--- config.mk ---
export PLATFORM = sky130hd
export DESIGN_NAME = aes_mode_ctrl
export DESIGN_NICKNAME = d
export VERILOG_FILES = /design/src/rtl/aes_mode_pkg.sv /design/src/rtl/aes_mode_datapath.sv /design/src/rtl/aes_mode_ctrl.sv
export SDC_FILE = /design/constraint.sdc
export NUM_CORES = 2
export LEC_CHECK = 0
export CAP_MARGIN = 20
export CORE_AREA = 2 2 368 370
export CTS_CLUSTER_DIAMETER = 120
export DETAILED_ROUTE_END_ITERATION = 16
export DIE_AREA = 0 0 370 372
export GPL_TIMING_DRIVEN = 0
export PLACE_DENSITY_LB_ADDON = 0.12
export SLEW_MARGIN = 25
export SYNTH_ARGS = -nofsm -noshare
export SYNTH_HDL_FRONTEND = slang
export SYNTH_SLANG_ARGS = --single-unit
--- constraint.sdc ---
create_clock -name clk -period 19.3 [get_ports clk]
set_input_delay 1.93 -clock clk [delete_from_list [all_inputs] [get_ports clk]]
set_output_delay 1.93 -clock clk [all_outputs]
set_load 0.01 [all_outputs]
--- src/rtl/aes_mode_pkg.sv ---
// Shared codes for the AES mode-of-operation controller: block width, mode codes, FSM states.
package aes_mode_pkg;

    localparam int BLK_W = 128;

    localparam logic [1:0] MODE_ECB  = 2'd0;
    localparam logic [1:0] MODE_CBC  = 2'd1;
    localparam logic [1:0] MODE_CTR  = 2'd2;
    localparam logic [1:0] MODE_RSVD = 2'd3;

    typedef enum logic [2:0] {
        ST_IDLE      = 3'd0,
        ST_WAIT_IN   = 3'd1,
        ST_CORE_REQ  = 3'd2,
        ST_CORE_WAIT = 3'd3,
        ST_OUT       = 3'd4,
        ST_FIN       = 3'd5
    } state_e;

endpackage

--- src/rtl/aes_mode_datapath.sv ---
// Chain/P registers and per-mode muxing around the AES core for aes_mode_ctrl.
// CTR chaining is compiled in only when AES_MODE_CTR_EN is defined.
module aes_mode_datapath
    import aes_mode_pkg::*;
#(
    parameter int CTR_W = 32
) (
    input  logic             clk,
    input  logic             rst,
    input  logic             cfg_load_i,
    input  logic [BLK_W-1:0] iv_i,
    input  logic             in_load_i,
    input  logic [BLK_W-1:0] s_data_i,
    input  logic             res_load_i,
    input  logic [BLK_W-1:0] core_result_i,
    input  logic [1:0]       mode_i,
    input  logic             encrypt_i,
    output logic [BLK_W-1:0] core_data_o,
    output logic             core_encrypt_o,
    output logic [BLK_W-1:0] m_data_o
);

    logic [BLK_W-1:0] chain_q, chain_d;
    logic [BLK_W-1:0] p_q;
    logic [BLK_W-1:0] m_data_q, m_data_d;

`ifdef AES_MODE_CTR_EN
    // Only the low CTR_W bits count; the upper counter-block bits never see a carry.
    localparam logic [BLK_W-1:0] CTR_MASK = {BLK_W{1'b1}} >> (BLK_W - CTR_W);
`else
    logic unused_ctr_w;
    assign unused_ctr_w = (CTR_W > 0);
`endif

    always_comb begin
        core_data_o    = p_q;
        core_encrypt_o = encrypt_i;
        m_data_d       = core_result_i;
        chain_d        = chain_q;
        case (mode_i)
            MODE_ECB: ;
            MODE_CBC: begin
                if (encrypt_i) begin
                    core_data_o = p_q ^ chain_q;
                    chain_d     = core_result_i;
                end else begin
                    m_data_d = core_result_i ^ chain_q;
                    chain_d  = p_q;
                end
            end
`ifdef AES_MODE_CTR_EN
            MODE_CTR: begin
                core_data_o    = chain_q;
                core_encrypt_o = 1'b1;
                m_data_d       = core_result_i ^ p_q;
                chain_d        = (chain_q & ~CTR_MASK) | ((chain_q + BLK_W'(1)) & CTR_MASK);
            end
`endif
            default: ;
        endcase
    end

    always_ff @(posedge clk or posedge rst) begin
        if (rst) begin
            chain_q  <= '0;
            p_q      <= '0;
            m_data_q <= '0;
        end else begin
            if (cfg_load_i)
                chain_q <= iv_i;
            else if (res_load_i)
                chain_q <= chain_d;
            if (in_load_i)
                p_q <= s_data_i;
            if (res_load_i)
                m_data_q <= m_data_d;
        end
    end

    assign m_data_o = m_data_q;

endmodule

--- src/rtl/aes_mode_ctrl.sv ---
// Streams N blocks through an external start/done AES core with ECB/CBC/CTR chaining.
// AES_MODE_CTR_EN enables CTR mode; without it mode 2 is rejected like mode 3.
module aes_mode_ctrl
    import aes_mode_pkg::*;
#(
    parameter int CTR_W = 32,
    parameter int LEN_W = 16
) (
    input  logic             clk,
    input  logic             rst,
    input  logic             start,
    input  logic [1:0]       mode,
    input  logic             encrypt,
    input  logic [BLK_W-1:0] key_in,
    input  logic [BLK_W-1:0] iv_in,
    input  logic [LEN_W-1:0] num_blocks,
    input  logic             s_valid,
    output logic             s_ready,
    input  logic [BLK_W-1:0] s_data,
    output logic             m_valid,
    input  logic             m_ready,
    output logic [BLK_W-1:0] m_data,
    output logic             m_last,
    output logic             core_start,
    output logic             core_encrypt,
    output logic [BLK_W-1:0] core_data,
    output logic [BLK_W-1:0] core_key,
    input  logic [BLK_W-1:0] core_result,
    input  logic             core_done,
    output logic             busy,
    output logic             done,
    output logic             cfg_err,
    output logic [LEN_W-1:0] blk_cnt
);

    state_e           state_q, state_d;
    logic [1:0]       mode_q;
    logic             enc_q;
    logic [BLK_W-1:0] key_q;
    logic [LEN_W-1:0] nblk_q, blk_cnt_q;
    logic             m_valid_q, m_last_q, cfg_err_q;
    logic             cfg_load, in_load, res_load, out_fire, is_last, bad_mode;

`ifdef AES_MODE_CTR_EN
    assign bad_mode = (mode == MODE_RSVD);
`else
    assign bad_mode = (mode == MODE_RSVD) || (mode == MODE_CTR);
`endif

    assign cfg_load = (state_q == ST_IDLE) && start;
    assign in_load  = (state_q == ST_WAIT_IN) && s_valid;
    assign res_load = (state_q == ST_CORE_WAIT) && core_done;
    assign out_fire = (state_q == ST_OUT) && m_ready;
    assign is_last  = ((blk_cnt_q + LEN_W'(1)) == nblk_q);

    always_comb begin
        state_d    = state_q;
        s_ready    = 1'b0;
        core_start = 1'b0;
        done       = 1'b0;
        busy       = (state_q != ST_IDLE);
        case (state_q)
            ST_IDLE: begin
                if (start && !bad_mode)
                    state_d = (num_blocks == '0) ? ST_FIN : ST_WAIT_IN;
            end
            ST_WAIT_IN: begin
                s_ready = 1'b1;
                if (s_valid)
                    state_d = ST_CORE_REQ;
            end
            ST_CORE_REQ: begin
                core_start = 1'b1;
                state_d    = ST_CORE_WAIT;
            end
            ST_CORE_WAIT: begin
                if (core_done)
                    state_d = ST_OUT;
            end
            ST_OUT: begin
                // m_last_q was captured with the same blk_cnt, so it doubles as the exit test.
                if (m_ready)
                    state_d = m_last_q ? ST_FIN : ST_WAIT_IN;
            end
            ST_FIN: begin
                done    = 1'b1;
                state_d = ST_IDLE;
            end
            default: state_d = ST_IDLE;
        endcase
    end

    always_ff @(posedge clk or posedge rst) begin
        if (rst) begin
            state_q   <= ST_IDLE;
            mode_q    <= MODE_ECB;
            enc_q     <= 1'b0;
            key_q     <= '0;
            nblk_q    <= '0;
            blk_cnt_q <= '0;
            m_valid_q <= 1'b0;
            m_last_q  <= 1'b0;
            cfg_err_q <= 1'b0;
        end else begin
            state_q   <= state_d;
            cfg_err_q <= cfg_load && bad_mode;
            if (cfg_load) begin
                mode_q    <= mode;
                enc_q     <= encrypt;
                key_q     <= key_in;
                nblk_q    <= num_blocks;
                blk_cnt_q <= '0;
            end else if (out_fire) begin
                blk_cnt_q <= blk_cnt_q + LEN_W'(1);
            end
            if (res_load) begin
                m_valid_q <= 1'b1;
                m_last_q  <= is_last;
            end else if (out_fire) begin
                m_valid_q <= 1'b0;
                m_last_q  <= 1'b0;
            end
        end
    end

    aes_mode_datapath #(.CTR_W(CTR_W)) u_dp (
        .clk           (clk),
        .rst           (rst),
        .cfg_load_i    (cfg_load),
        .iv_i          (iv_in),
        .in_load_i     (in_load),
        .s_data_i      (s_data),
        .res_load_i    (res_load),
        .core_result_i (core_result),
        .mode_i        (mode_q),
        .encrypt_i     (enc_q),
        .core_data_o   (core_data),
        .core_encrypt_o(core_encrypt),
        .m_data_o      (m_data)
    );

    assign m_valid  = m_valid_q;
    assign m_last   = m_last_q;
    assign cfg_err  = cfg_err_q;
    assign core_key = key_q;
    assign blk_cnt  = blk_cnt_q;

endmodule

-- Word level (Yosys, flattened, before mapping)
Index checks and enable logic that the tools add are counted.
- $add $sub $neg: 1
- reduce and logical (&&, ||, !) cells: 17
- mux-type cells: 23
- divide/modulo/power cells: 0
- multiply operators: 0
- bitwise operators: 2
- shift-type cells: 0
- equality and inequality tests: 13
- magnitude comparators: 0
- operators with widths (cell ; count):
    128-bit two-way mux ; 8
    128-bit bitwise XOR ; 2
    16-bit two-way mux ; 2
    3-bit two-way mux ; 6
    16-bit by 1-bit adder with 16-bit output, second input constant ; 1
    16-bit equality test ; 1
    16-bit zero test ; 1
    3-bit case mux with 5 select lines ; 1
    2-bit nonzero test ; 4
    3-bit by 2-bit equality test with 1-bit output, second input constant ; 2
    3-bit equality test, second input constant ; 2
    1-bit logical AND ; 6
    1-bit two-way mux ; 6
    2-bit inequality test, second input constant ; 3
    2-bit equality test, second input constant ; 2
    4-bit AND reduction ; 1
    3-bit by 1-bit equality test with 1-bit output, second input constant ; 1
    3-bit zero test ; 1
    3-bit nonzero test ; 1
    2-bit by 1-bit equality test with 1-bit output, second input constant ; 1
    2-bit by 1-bit inequality test with 1-bit output, second input constant ; 1
    2-bit AND reduction ; 1
    1-bit zero test ; 1
    1-bit logical OR ; 1
- bits in latches: 0
- memories: 0
- register bits after elaboration: 553
- bits in read-only memories: 0
- bits in writable memories: 0

-- Longest topological paths before layout
- depth in word-level cells: 6
- depth in mapped cells: 11
- mapped depth without buffers: 7

-- Hierarchy
Synthesis repeated with hierarchy kept, for this count alone.
- cell total of the unflattened synthesis: 2351
- area total of the unflattened synthesis: 27450.1 um^2
- by module, submodules not included (module ; instances ; area an instance (um^2) ; cells an instance):
    aes_mode_datapath ; 1 ; 20297.0 ; 1826
    aes_mode_ctrl ; 1 ; 7153.1 ; 525

-- Worst setup path after synthesis
OpenSTA, ideal clock, no wires.
- path kind: register -> output
- from: register enc_q
- to: output port core_data[117]
- stages on the path, launching flop included: 7
- data required time: 17.370 ns
- arrival: 1.571 ns
- path slack: 15.799 ns
- buffers on the path: 3
- cells stage by stage: dfrtp_1 -> buf_2 -> and3b_1 -> clkbuf_1 -> buf_1 -> nand2_1 -> xnor2_1
- word-level cells in the longest chain between the ends: 2
- RTL lines (item ; RTL line ; RTL):
    start, declared ; aes_mode_ctrl.sv:38 ; logic enc_q;
    start signal, assigned ; aes_mode_ctrl.sv:109 ; enc_q <= encrypt;
    128-bit two-way mux ; aes_mode_datapath.sv:43 ; if (encrypt_i) begin
    128-bit two-way mux ; aes_mode_datapath.sv:40 ; case (mode_i)
    end, declared ; aes_mode_ctrl.sv:26 ; output logic [BLK_W-1:0] core_data,
Every way passes these cells.

-- Final worst setup path
- from: register enc_q
- to: output port core_data[122]
Same word-level chain as after synthesis.

==> impl_metrics.py <==
metrics = {
    "worst_setup_path": {
        "criticalPathCategory": "flip-flop to output pin",
        "critical_path_start_type": "flip-flop",
        "crit_fanout": 10,
        "critical_path.endpoint_type": "output pin",
        "timing.critical_path.required_ps": 17370,
        "worstPathArrival_ps": 4280,
    },
    "sta": {
        "rsz_0062_raised_after_global_routing": "false",
        "finalSetupViolCount": 0,
        "hold_violations": 0,
        "timing.clock.skew_ps": 26.4,
        "layout_min_cycle_time_ps": 6210,
        "layout_worst_path_cycle_share_pct": 32.2,
        "relative_max_transition_margin_pct": 31.6,
        "worst_margin_slew_ps": 1020,
        "final_max_slew_viol_count": 0,
        "timing.final.ws_setup_ps": 13090,
        "achievable-frequency_mhz": 161,
    },
    "die": {
        "die_w_um": 370,
        "fp.coreArea_um2": 134000,
        "die_area_um2": 138000,
        "floorplan.initialDensity_pct": 19.9,
        "fp.dieH_um": 372,
        "top_level_ports": 945,
        "core.rowCount": 135,
    },
    "global_route": {
        "grt_start_max_net_pins": 78,
        "grt_residual_overflow": 0,
        "grt_pass1_wl_mm": 192,
        "grt_pass1_vias": 25204,
        "grt_antenna_before_repair": 37,
        "grtUsageTotal_pct": 19.6,
    },
    "cells_and_area": {
        "layout.nets": 4453,
        "most_common_cell_after_layout_fill_and_taps_aside": "sky130_fd_sc_hd__nand2_1",
        "stdcell_count": 5769,
        "post_route_cells_drive_above_1_share_pct": 8.25,
        "most_used_cells_in_the_layout_excluding_fill_and_tap_cells": "sky130_fd_sc_hd__nand2_1, sky130_fd_sc_hd__clkdlybuf4s50_1, sky130_fd_sc_hd__dfrtp_1, sky130_fd_sc_hd__o21ai_0, sky130_fd_sc_hd__xnor2_1",
        "synthToLayoutAreaGrowth_pct": 53.8,
        "finish.instance_area_um2": 41100,
        "layout.filler_cells": 14306,
    },
    "routing": {
        "post_drt_wl_per_cell_um": 24.0,
        "drt_first_pass_iters": 6,
        "initialDrtViolationCount": 1230,
        "drcViolationCount": 0,
        "route.detailed.vias_per_inst": 4.21,
        "vias": 24267,
        "postRouteWirelength_mm": 139,
        "ant_nets": 0,
    },
    "clock_tree": {
        "hold_buffers": 0,
        "worst_setup_hold_path_clk_slew_ps": 60,
        "cts.repair.resized": 0,
        "worst_skew_pair.late_latency_ps": 650,
        "cts_htree_levels": 3,
        "numClockSinks": 553,
        "cts_root_buf": "sky130_fd_sc_hd__clkbuf_16",
        "numCtsBuffers": 76,
        "postCtsSetupRepairBufs": 0,
        "cts_tree": "built",
        "clock_tree.buffer_depth": 3,
    },
    "synthesis": {
        "async_reset_ff_share_pct": 100,
        "synth_compound_area_share_pct": 8.39,
        "synth_adder_area_share_pct": 0.0468,
        "post_synthesis_register_bit_count": 553,
        "share_of_the_synthesized_netlist_area_taken_by_xor_and_xnor_gates_pct": 9.23,
        "syn_avg_cell_area_um2": 9.28,
        "yosysWarningCount": 0,
        "synth-edff-count": 0,
        "ys_dominant_reg_cell": "sky130_fd_sc_hd__dfrtp_1",
        "syn-num-nets": 3421,
        "ys_seq_area_share_pct": 51.7,
        "post_synth_and_or_nand_nor_area_fraction_pct": 17.0,
        "yosys-mux-area-fraction_pct": 10.2,
        "post_synthesis_instance_area_um2": 26700,
        "main_combinational_cell_family_by_area_after_synthesis": "simple AND/OR/NAND/NOR gates",
        "syn-instance-count": 2883,
        "netlist-cell-type-count": 52,
    },
    "placed_design": {
        "dp_slack_ps": 13400,
        "placement.cell_area_um2": 38700,
        "placed_cells_incl_taps": 5618,
        "finalWeightedCongestion": 0.837,
        "buffer_ports.inserted": 944,
        "dp_hpwl_mm": 107,
    },
    "min_path": {
        "timing.hold.worst.class": "flip-flop to flip-flop",
    },
    "pwr": {
        "cellLeakagePower_nw": 17.4,
        "max-vdd-ir-drop_v": 0.0000748,
        "power_density_nw_per_um2": 163,
    },
    "outcome": {
        "status": "complete, no violations",
    },
    "run": {
        "max_cap_viol_count": 0,
    },
}
-- sequential cells by signal, indices dropped and copies added (netlist names) --
signal	flops
state_q	3
u_dp.p_q	128
cfg_err	1
blk_cnt	16
core_key	128
m_valid	1
u_dp.m_data_o	128
m_last	1
mode_q	2
nblk_q	16
u_dp.chain_q	128
enc_q	1
-- critical path, cell delays in order (launching register included) --
cell                              delay (ps)
sky130_fd_sc_hd__dfrtp_1                 340
sky130_fd_sc_hd__buf_2                   210
sky130_fd_sc_hd__and3b_1                 210
sky130_fd_sc_hd__clkbuf_1                650
sky130_fd_sc_hd__buf_1                   650
sky130_fd_sc_hd__nand2_1                 150
sky130_fd_sc_hd__xnor2_1                 720
sky130_fd_sc_hd__clkdlybuf4s50_1         710
-- synth_stat cells (all sizes together) (2+ instances only) --
cell type / n / area share (%)
o21a: 2 / 0.056
clkbuf: 126 / 1.9
xnor2: 142 / 4.6
a31oi: 7 / 0.16
nand2: 1097 / 15
mux2i: 128 / 4.8
and3: 8 / 0.19
nor3: 4 / 0.12
and2: 2 / 0.047
nor4: 7 / 0.24
xor2: 140 / 4.6
dfrtp: 553 / 52
o311ai: 2 / 0.066
a21oi: 3 / 0.056
nand3: 16 / 0.32
o21ai: 407 / 7.6
inv: 4 / 0.056
o41ai: 2 / 0.066
nor3b: 4 / 0.11
buf: 61 / 1.3
o2111ai: 2 / 0.066
nand4: 3 / 0.15
nor2: 17 / 0.24
mux2: 129 / 5.4
o31ai: 5 / 0.16
-- report_power, final --
| part | internal, mW | switching (mW) |
|---|---|---|
| sequential | 1.70 | 0.407 |
| clock | 0.804 | 0.578 |
| combinational | 1.52 | 1.70 |
-- through the flow --
step	hold slack [ps]	power [mW]	setup TNS [ps]	utilization, %
after floorplan	465	3.58	0	-
after global placement	458	5.39	-4698160	28.6
after global routing	488	7.18	0	30.6
after CTS	476	6.84	0	30.6
final	470	6.71	0	30.6
after detailed placement	462	5.41	0	28.8
-- cell type report --
class,count,area (um^2),share of cell area (%)
timing repair buffer,954,9710,23.6
buffer,187,882,2.14
tap,1781,2230,5.42
clock buffer,114,2250,5.48
inverter,4,22.5,0.0547
multi-input combinational,2139,12000,29.2
antenna,24,60.1,0.146
clock inverter,13,113,0.274
sequential,553,13800,33.6
-- path summary, 6_finish.rpt --
| path | start | end | slack (ps) | depth (start not counted) |
|---|---|---|---|---|
| setup / recovery | enc_q | core_data[122] | 13090 | 7 |
| hold / removal | core_key[42] | core_key[42] | 470 | 2 |
| setup reg to reg | state_q[0] | core_key[121] | 15560 | 8 |
| hold reg to reg | core_key[42] | core_key[42] | 470 | 2 |
| max in group asynchronous | rst | u_dp.p_q[41] | 16170 | 4 |
| min in group asynchronous | rst | core_key[78] | 1780 | 2 |
-- per-layer routing --
layer | share of wire, % | track usage (%)
met5 | 0.090 | 0
met4 | 2.9 | 6.44
met3 | 7.1 | 6.02
met2 | 50 | 33.7
met1 | 40 | 23.1
-- logic make-up after synthesis --
family,after synthesis
flip-flops,553
buffers and inverters,191
AND/OR/NAND/NOR,1164
adder cells (fa/ha/maj),1
multiplexers,257
AO/OA/AOI/OAI,435
XOR/XNOR,282
(Power assumes the default switching activity.)
